--- src/rtl/dmem_arbiter_pkg.sv ---
// rtl/dmem_arbiter_pkg.sv - shared types and helpers for the data-memory arbiter
package dmem_arbiter_pkg;

    typedef enum logic {
        S_CPU = 1'b0,
        S_EXT = 1'b1
    } arb_state_e;

    // Counter width able to hold 0..max_val, never narrower than one bit.
    function automatic int cnt_width(input int max_val);
        return (max_val < 2) ? 1 : $clog2(max_val + 1);
    endfunction

endpackage

--- src/rtl/dmem_arbiter_sat_counter.sv ---
// rtl/dmem_arbiter_sat_counter.sv - saturating up-counter with clear priority
module sat_counter #(
    parameter int W   = 3,
    parameter int MAX = 4
) (
    input  logic         clk,
    input  logic         rst_n,
    input  logic         inc,
    input  logic         clr,
    output logic [W-1:0] count,
    output logic         at_max
);

    localparam logic [W-1:0] MAX_V = W'(MAX);

    logic [W-1:0] count_q;
    logic [W-1:0] count_d;

    always_comb begin
        count_d = count_q;
        if (clr) begin
            count_d = '0;
        end else if (inc && (count_q != MAX_V)) begin
            count_d = count_q + 1'b1;
        end
    end

    always_ff @(posedge clk or negedge rst_n) begin
        if (!rst_n) begin
            count_q <= '0;
        end else begin
            count_q <= count_d;
        end
    end

    assign count  = count_q;
    assign at_max = (count_q == MAX_V);

endmodule

--- src/rtl/dmem_arbiter.sv ---
// rtl/dmem_arbiter.sv - CPU-priority arbiter sharing dmem with an external master
module dmem_arbiter
    import dmem_arbiter_pkg::*;
#(
    parameter int ADDR_W       = 32,
    parameter int DATA_W       = 32,
    parameter int STARVE_LIMIT = 4,
    parameter int BURST_MAX    = 4
) (
    input  logic              clk,
    input  logic              reset,
    input  logic              cpu_valid,
    input  logic              cpu_we,
    input  logic [ADDR_W-1:0] cpu_addr,
    input  logic [DATA_W-1:0] cpu_wdata,
    output logic [DATA_W-1:0] cpu_rdata,
    output logic              cpu_stall,
    input  logic              ext_req,
    input  logic              ext_we,
    input  logic [ADDR_W-1:0] ext_addr,
    input  logic [DATA_W-1:0] ext_wdata,
    output logic              ext_gnt,
    output logic              ext_rvalid,
    output logic [DATA_W-1:0] ext_rdata,
    output logic              mem_we,
    output logic [ADDR_W-1:0] mem_addr,
    output logic [DATA_W-1:0] mem_wdata,
    input  logic [DATA_W-1:0] mem_rdata
);

    localparam int SW = cnt_width(STARVE_LIMIT);
    localparam int BW = cnt_width(BURST_MAX - 1);
    localparam logic [SW-1:0] STARVE_PRE = SW'(STARVE_LIMIT - 1);

    arb_state_e        state_q, state_d;
    logic              ext_rvalid_q, ext_rvalid_d;
    logic [DATA_W-1:0] ext_rdata_q, ext_rdata_d;

    logic          starve_inc, starve_clr, starve_full, starve_hit;
    logic          beat_inc, beat_clr, beat_last;
    logic [SW-1:0] starve_q;
    logic [BW-1:0] beat_q;

    logic ext_sel;

    sat_counter #(.W(SW), .MAX(STARVE_LIMIT)) u_starve_cnt (
        .clk    (clk),
        .rst_n  (reset),
        .inc    (starve_inc),
        .clr    (starve_clr),
        .count  (starve_q),
        .at_max (starve_full)
    );

    // Saturates at the last allowed beat so an unbounded burst still ends
    // promptly once the CPU starts waiting.
    sat_counter #(.W(BW), .MAX(BURST_MAX - 1)) u_beat_cnt (
        .clk    (clk),
        .rst_n  (reset),
        .inc    (beat_inc),
        .clr    (beat_clr),
        .count  (beat_q),
        .at_max (beat_last)
    );

    // The denied cycle that brings the count up to the limit is the last
    // one ext has to wait; the hand-over happens at the end of that cycle.
    assign starve_hit = starve_full || (starve_q == STARVE_PRE);

    assign ext_sel   = (state_q == S_EXT);
    assign ext_gnt   = ext_sel && ext_req;
    assign cpu_stall = ext_sel && cpu_valid;
    assign mem_addr  = ext_sel ? ext_addr  : cpu_addr;
    assign mem_wdata = ext_sel ? ext_wdata : cpu_wdata;
    assign mem_we    = reset && (ext_sel ? (ext_req && ext_we) : (cpu_valid && cpu_we));
    assign cpu_rdata = mem_rdata;

    always_comb begin
        state_d    = state_q;
        starve_inc = 1'b0;
        starve_clr = 1'b0;
        beat_inc   = 1'b0;
        beat_clr   = 1'b0;
        case (state_q)
            S_CPU: begin
                if (ext_req && cpu_valid) begin
                    starve_inc = 1'b1;
                end else begin
                    starve_clr = 1'b1;
                end
                if (ext_req && (!cpu_valid || starve_hit)) begin
                    state_d    = S_EXT;
                    beat_clr   = 1'b1;
                    starve_clr = 1'b1;
                end
            end
            S_EXT: begin
                starve_clr = 1'b1;
                beat_inc   = ext_req;
                if (!ext_req || (cpu_valid && beat_last)) begin
                    state_d = S_CPU;
                end
            end
            default: state_d = S_CPU;
        endcase
    end

    always_comb begin
        ext_rvalid_d = ext_gnt && !ext_we;
        ext_rdata_d  = ext_rdata_q;
        if (ext_gnt && !ext_we) begin
            ext_rdata_d = mem_rdata;
        end
    end

    always_ff @(posedge clk or negedge reset) begin
        if (!reset) begin
            state_q      <= S_CPU;
            ext_rvalid_q <= 1'b0;
            ext_rdata_q  <= '0;
        end else begin
            state_q      <= state_d;
            ext_rvalid_q <= ext_rvalid_d;
            ext_rdata_q  <= ext_rdata_d;
        end
    end

    assign ext_rvalid = ext_rvalid_q;
    assign ext_rdata  = ext_rdata_q;

endmodule

--- config.mk ---
export PLATFORM = sky130hd
export DESIGN_NAME = dmem_arbiter
export DESIGN_NICKNAME = d
export VERILOG_FILES = /design/src/rtl/dmem_arbiter_pkg.sv /design/src/rtl/dmem_arbiter_sat_counter.sv /design/src/rtl/dmem_arbiter.sv
export SDC_FILE = /design/constraint.sdc
export NUM_CORES = 1
export LEC_CHECK = 0
export ABC_AREA = 1
export CORE_AREA = 5 5 114 116
export CTS_CLUSTER_SIZE = 16
export DETAILED_ROUTE_END_ITERATION = 10
export DIE_AREA = 0 0 119 121
export MAX_ROUTING_LAYER = met4
export PLACE_DENSITY_LB_ADDON = 0.08
export RECOVER_POWER = 25
export SYNTH_ARGS = -nofsm -noshare
export SYNTH_HDL_FRONTEND = slang
export SYNTH_SLANG_ARGS = --single-unit
--- constraint.sdc ---
create_clock -name clk -period 1.9 [get_ports clk]
set_clock_uncertainty 0.2 [all_clocks]
set_input_delay 0.38 -clock clk [delete_from_list [all_inputs] [get_ports clk]]
set_output_delay 0.38 -clock clk [all_outputs]
set_load 0.01 [all_outputs]
# --- Word level (Yosys, flattened, before mapping) ---
# Cells that the tools add are included.
totals:
  output_inout_bits: 132
  input_bits: 166
  wordCells: 49
  reg_bits: 39
classes:
  mux: 17
  bitwise: 1
  addsub: 2
  n_reduce_logical: 19
  eq_ne: 5
ops:
  columns: ["op", "n"]
  rows:
  - ["two-way mux 32 bit", 2]
  - ["logical AND 1 bit", 11]
  - ["two-way mux 1 bit", 9]
  - ["two-way mux 3 bit", 2]
  - ["two-way mux 2 bit", 2]
  - ["case mux 1 bit (2 select lines)", 2]
  - ["nonzero test 2 bit", 2]
  - ["adder 3 x 1 -> 3 bit (second input constant)", 1]
  - ["== test 3 x 2 -> 1 bit (second input constant)", 1]
  - ["== test 3 bit (second input constant)", 1]
  - ["zero test 1 bit", 3]
  - ["logical OR 1 bit", 3]
  - ["inequality test 3 bit (second input constant)", 1]
  - ["adder 2 x 1 -> 2 bit (second input constant)", 1]
  - ["== test 2 bit (second input constant)", 1]
  - ["inequality test 2 bit (second input constant)", 1]
  - ["inverter 1 bit", 1]

# --- Depth between registers and ports, before layout ---
# Gate-level depths: netlist (run 1).
logic_depth:
  ltp_word: 7
  depth_mapped: 8
  ltp_nobuf: 7

# --- By module ---
# A second synthesis (run 1) with hierarchy kept.
unflattened:
  hier_cells: 438
  area_unflattened_um2: 2725.1
modules_own_cells:
  columns: ["module", "instances", "seq_area_each_um2", "area_each_um2", "cells_per_inst"]
  rows:
  - ["dmem_arbiter", 1, 850.8, 2433.6, 400]
  - ["sat_counter at u_starve_cnt", 1, 75.1, 185.2, 25]
  - ["sat_counter at u_beat_cnt", 1, 50.0, 106.4, 13]

# --- Worst setup path before layout (run 1) ---
# No wires, ideal clock.
synth_timing:
  path_kind: "reg-to-output"
  start: "reg state_q (netlist: ext_sel)"
  end: "out mem_we"
  path_stages_with_launch: 6
  path_slack_ns: 0.258
  required_time_ns: 1.320
  arrival_ns: 1.062
  path_buffers: 2
  cell_sequence: "dfrtp_1 buf_4 inv_1 buf_4 nand3_1 a21boi_0"
synth_via:
  elab_chain_len: 2
synth_rtl:
  columns: ["element", "line_no", "source"]
  rows:
  - ["start: declaration", "dmem_arbiter.sv:35", "arb_state_e state_q, state_d;"]
  - ["start signal: assignment", "dmem_arbiter.sv:122", "state_q <= state_d;"]
  - ["two-way mux 1 bit", "dmem_arbiter.sv:75", "assign mem_we = reset && (ext_sel ? (ext_req && ext_we) : (cpu_valid && cpu_we));"]
  - ["logical AND 1 bit", "dmem_arbiter.sv:75", null]
  - ["end: declaration", "dmem_arbiter.sv:25", "output logic mem_we,"]
# Every way passes these cells.

# --- Worst setup path after layout (run 1) ---
layout_timing:
  start: "reg state_q (netlist: ext_sel)"
  end: "out mem_addr[11]"
layout_via:
  elab_chain_len: 1
layout_rtl:
  columns: ["element", "line_no", "source"]
  rows:
  - ["two-way mux 32 bit", "dmem_arbiter.sv:73", "assign mem_addr = ext_sel ? ext_addr : cpu_addr;"]
  - ["end: declaration", "dmem_arbiter.sv:26", "output logic [ADDR_W-1:0] mem_addr,"]
# Every way passes these cells.

==> results of run 1 <==
[metal layers]
layer | up-vias | wire (microns) | part of all wire (%) | global-route usage (%)
met2 | 163 | 6840 | 51 | 32.3
met4 | 0 | 267 | 2.0 | 4.63
met1 | 1620 | 5420 | 41 | 20.3
met5 | - | 0 | 0 | -
met3 | 16 | 816 | 6.1 | 4.06
li1 | 1857 | - | - | -
[worst max-delay path, cell delays in order, from the launching register on]
cell,delay (ns)
sky130_fd_sc_hd__dfrtp_2,0.43
sky130_fd_sc_hd__buf_12,0.16
sky130_fd_sc_hd__bufbuf_16,0.27
sky130_fd_sc_hd__nand2_1,0.06
sky130_fd_sc_hd__nand2_1,0.06
sky130_fd_sc_hd__buf_6,0.12
[flip-flops by register name, summed over array words and instances (netlist names)]
register,flops
ext_rdata,32
ext_sel,1
ext_rvalid,1
u_starve_cnt.count,3
u_beat_cnt.count,2
[final timing paths]
kind                                  startpoint                    end  slack [ns]  depth (start not counted)
hold reg to reg            u_starve_cnt.count[0]  u_starve_cnt.count[0]        0.27                          1
setup / recovery                         ext_sel           mem_addr[11]       -0.06                          5
setup reg to reg                         ext_sel          ext_rdata[13]        0.24                          9
hold / removal                             reset           ext_rdata[5]        0.20                          2
max in group asynchronous                  reset                ext_sel        0.63                          2
min in group clk           u_starve_cnt.count[0]  u_starve_cnt.count[0]        0.27                          1
[Yosys cell counts]
master,instances,share of area [%]
sky130_fd_sc_hd__inv_1,12,1.7
sky130_fd_sc_hd__inv_4,1,0.23
sky130_fd_sc_hd__ha_1,3,1.4
sky130_fd_sc_hd__nor2_1,4,0.55
sky130_fd_sc_hd__nand4_1,1,0.23
sky130_fd_sc_hd__buf_6,2,0.83
sky130_fd_sc_hd__nand2_2,10,2.3
sky130_fd_sc_hd__dfrtp_1,39,36
sky130_fd_sc_hd__nand2_1,294,41
sky130_fd_sc_hd__a21boi_0,1,0.28
sky130_fd_sc_hd__buf_4,42,12
sky130_fd_sc_hd__clkbuf_1,2,0.28
sky130_fd_sc_hd__buf_12,1,0.74
sky130_fd_sc_hd__inv_6,1,0.32
sky130_fd_sc_hd__nor3_1,3,0.55
sky130_fd_sc_hd__nand2_4,1,0.42
sky130_fd_sc_hd__nand3_1,3,0.55
sky130_fd_sc_hd__buf_2,6,1.1
[power by group]
part | leakage [nW] | total (mW) | internal [mW] | switching, mW
sequential | 0.491 | 1.33 | 1.15 | 0.178
clock | 0.0741 | 0.833 | 0.524 | 0.309
combinational | 2.66 | 3.70 | 2.05 | 1.65
[final cells by class]
class,instances,area share [%]
multi-input combinational,320,22.6
timing repair buffer,356,55.1
antenna,1,0.0404
inverter,14,1.05
clock inverter,1,0.141
sequential,39,15.8
clock buffer,7,2.30
tap,147,2.97
[logic make-up (layout without fill, tap and decap cells)]
family | after synthesis | count (layout) | share of synthesized area (%)
DFF | 39 | 39 | 36.1
and+or+nand+nor | 316 | 316 | 45.4
AOI/OAI and AO/OA | 1 | 1 | 0.278
other | 0 | 1 | 0
adders and majority gates | 3 | 3 | 1.39
buffers and inverters | 67 | 378 | 16.8
[through the flow]
stage	util, %	TNS, ns	worst slack, ns
2_1_floorplan	-	0	0.258
3_3_place_gp	49.4	-14.68	-0.524
3_5_place_dp	49.4	-14.95	-0.546
4_1_cts	51.7	-2.56	-0.101
5_1_grt	52.5	-2.00	-0.111
6_report	52.5	-0.735	-0.0591
[timing repair]
action	4_1_cts	5_1_grt
setup buffers	14	1
resized for setup	345	50
gates cloned	8	0
setup endpoints to repair	99	50
pin swaps	8	13
==> run summary, run 1 <==
Setup repair after global routing could not meet its margin everywhere. The actual slew at the worst max-slew pin works out to 0.987 ns. For the count of pins over their slew limit, the log shows 0. Leaving out fill and tap cells, the most frequent cell in the layout is sky130_fd_sc_hd__nand2_1.

Critical path class: flop to output port. The run gives 5840 sq um as the total placed instance area. The run gives 10400 microns as the detailed-placement wirelength estimate. For the static leakage, the log shows 3.23 nW. The clock transition at the registers of the reported paths is 0.06 ns. The synthesized netlist occupies a cell area of 2710 sq um. Class of the worst hold path: input port to async pin.

The detailed router placed 3656 vias in this run. The run gives 0.818 as the weighted congestion reported at the end of routability-driven placement. The cell at the root of the clock tree was sky130_fd_sc_hd__clkbuf_16. Leaving out fill and tap cells, the most frequent cells in the layout are sky130_fd_sc_hd__nand2_1 (253), sky130_fd_sc_hd__clkdlybuf4s50_1 (197), sky130_fd_sc_hd__buf_2 (48).

The initial utilization of the core area, before any placement, comes to 22.9%. The tools report the total number of nets in the final design as 905. Total number of yosys warnings: 0. The logs give 5.87 mW for the total power and 0.201 ns for the post-route worst hold slack.

The tools report the number of antenna violations at the first check in global routing as 1. For the total count of hold-check failures in the final report, the log shows 0. The number of instances in the synthesized netlist was 426; the highest net fanout along the worst path was 9. The maximum clock insertion buffer count was 2; the area used by multi-input combinational logic was 1400 sq um. The logs give 0 for the cts-stage hold buffer count and 34.2% for the headroom to the max-slew limit. Buffers placed on the I/O ports in this run total 297. The overall routing resource usage was 18.0%. The via density per instance came out at 4.13. The number of fill cells in the layout was 1181. The largest net degree at the start of global routing was 40; the post-synthesis area per instance was 6.35 sq um. The tools report the number of buffers inserted during clock tree synthesis as 5. Number of distinct library cells after synthesis: 18. The total of flip-flops plus latches after synthesis is 39. Per-cell routed wire length: 15.1 microns.

The clock tree synthesis step divided the H-tree into 2 levels. The tools report the core footprint as 11800 sq um. For this block, the initial DRC count from the detailed router was 130.

The number of sinks on the clock net came out at 39. The number of nets in the synthesized netlist is 595. STA classifies the critical path startpoint as a flop. The number of detailed-routing iterations run before antenna repair is 4, and the final standard cell count with taps included and fillers excluded is 885. Setup violations remaining at the end of the flow were counted as 16. For the sequential cell area fraction in the yosys report, the log shows 36.1%. The total overflow left after global routing is 0. The number of placed instances with taps included is 857, and the sequential standard cell area is 977 sq um.

The final wirelength came out at 13300 microns. Across the VDD grid, the largest voltage drop is 0.462 mV. The ratio of total power to cell area works out to 946 nW/um^2. 298 I/O pins were placed. At the later pin of the worst-skew pair, clock insertion delay measures 0.28 ns. The number of global-route vias before repair was 3701. The logs give 40 for the number of rows in the core area and 0 for the remaining design rule violation count.

The achievable clock frequency came out at 0.510 GHz. Area of the die: 14400 sq um. From bottom edge to top edge, the die measures 121 microns.

Measured along the x axis, the die boundary spans 119 microns. The run gives 1.38 ns as the data arrival at the endpoint of the critical path. The capturing element type of the critical path was an output port. The checks that failed: setup timing. The flow ran to the end, but the final reports show violations. From synthesis to final layout, the design area changed by 129%. The data required time of the worst path is 1.32 ns, and the minimum setup slack in the final design is -0.0591 ns. The clock period minus worst slack is 1.96 ns. TritonCTS built the clock tree. The share of layout cells above drive strength 1 came out at 25.9%. For the global-route wire length before repair, the log shows 20200 microns.

The number of nets still failing antenna checks after routing was 0. After routing the design area is 6200 sq um. Portion of the clock cycle consumed by the worst path in the final layout: 103%. Across the run, the number of max-cap violations was 0.
No activity file was read; power rests on OpenSTA's default activity.
==> run 2: changes to the inputs <==
--- a/config.mk
+++ b/config.mk
@@ -13,6 +13,7 @@
 export MAX_ROUTING_LAYER = met4
 export PLACE_DENSITY_LB_ADDON = 0.08
 export RECOVER_POWER = 25
+export SLEW_MARGIN = 20
 export SYNTH_ARGS = -nofsm -noshare
 export SYNTH_HDL_FRONTEND = slang
 export SYNTH_SLANG_ARGS = --single-unit
==> results of run 2 <==
Final layout, timing and power as in run 1 (identical DEF).
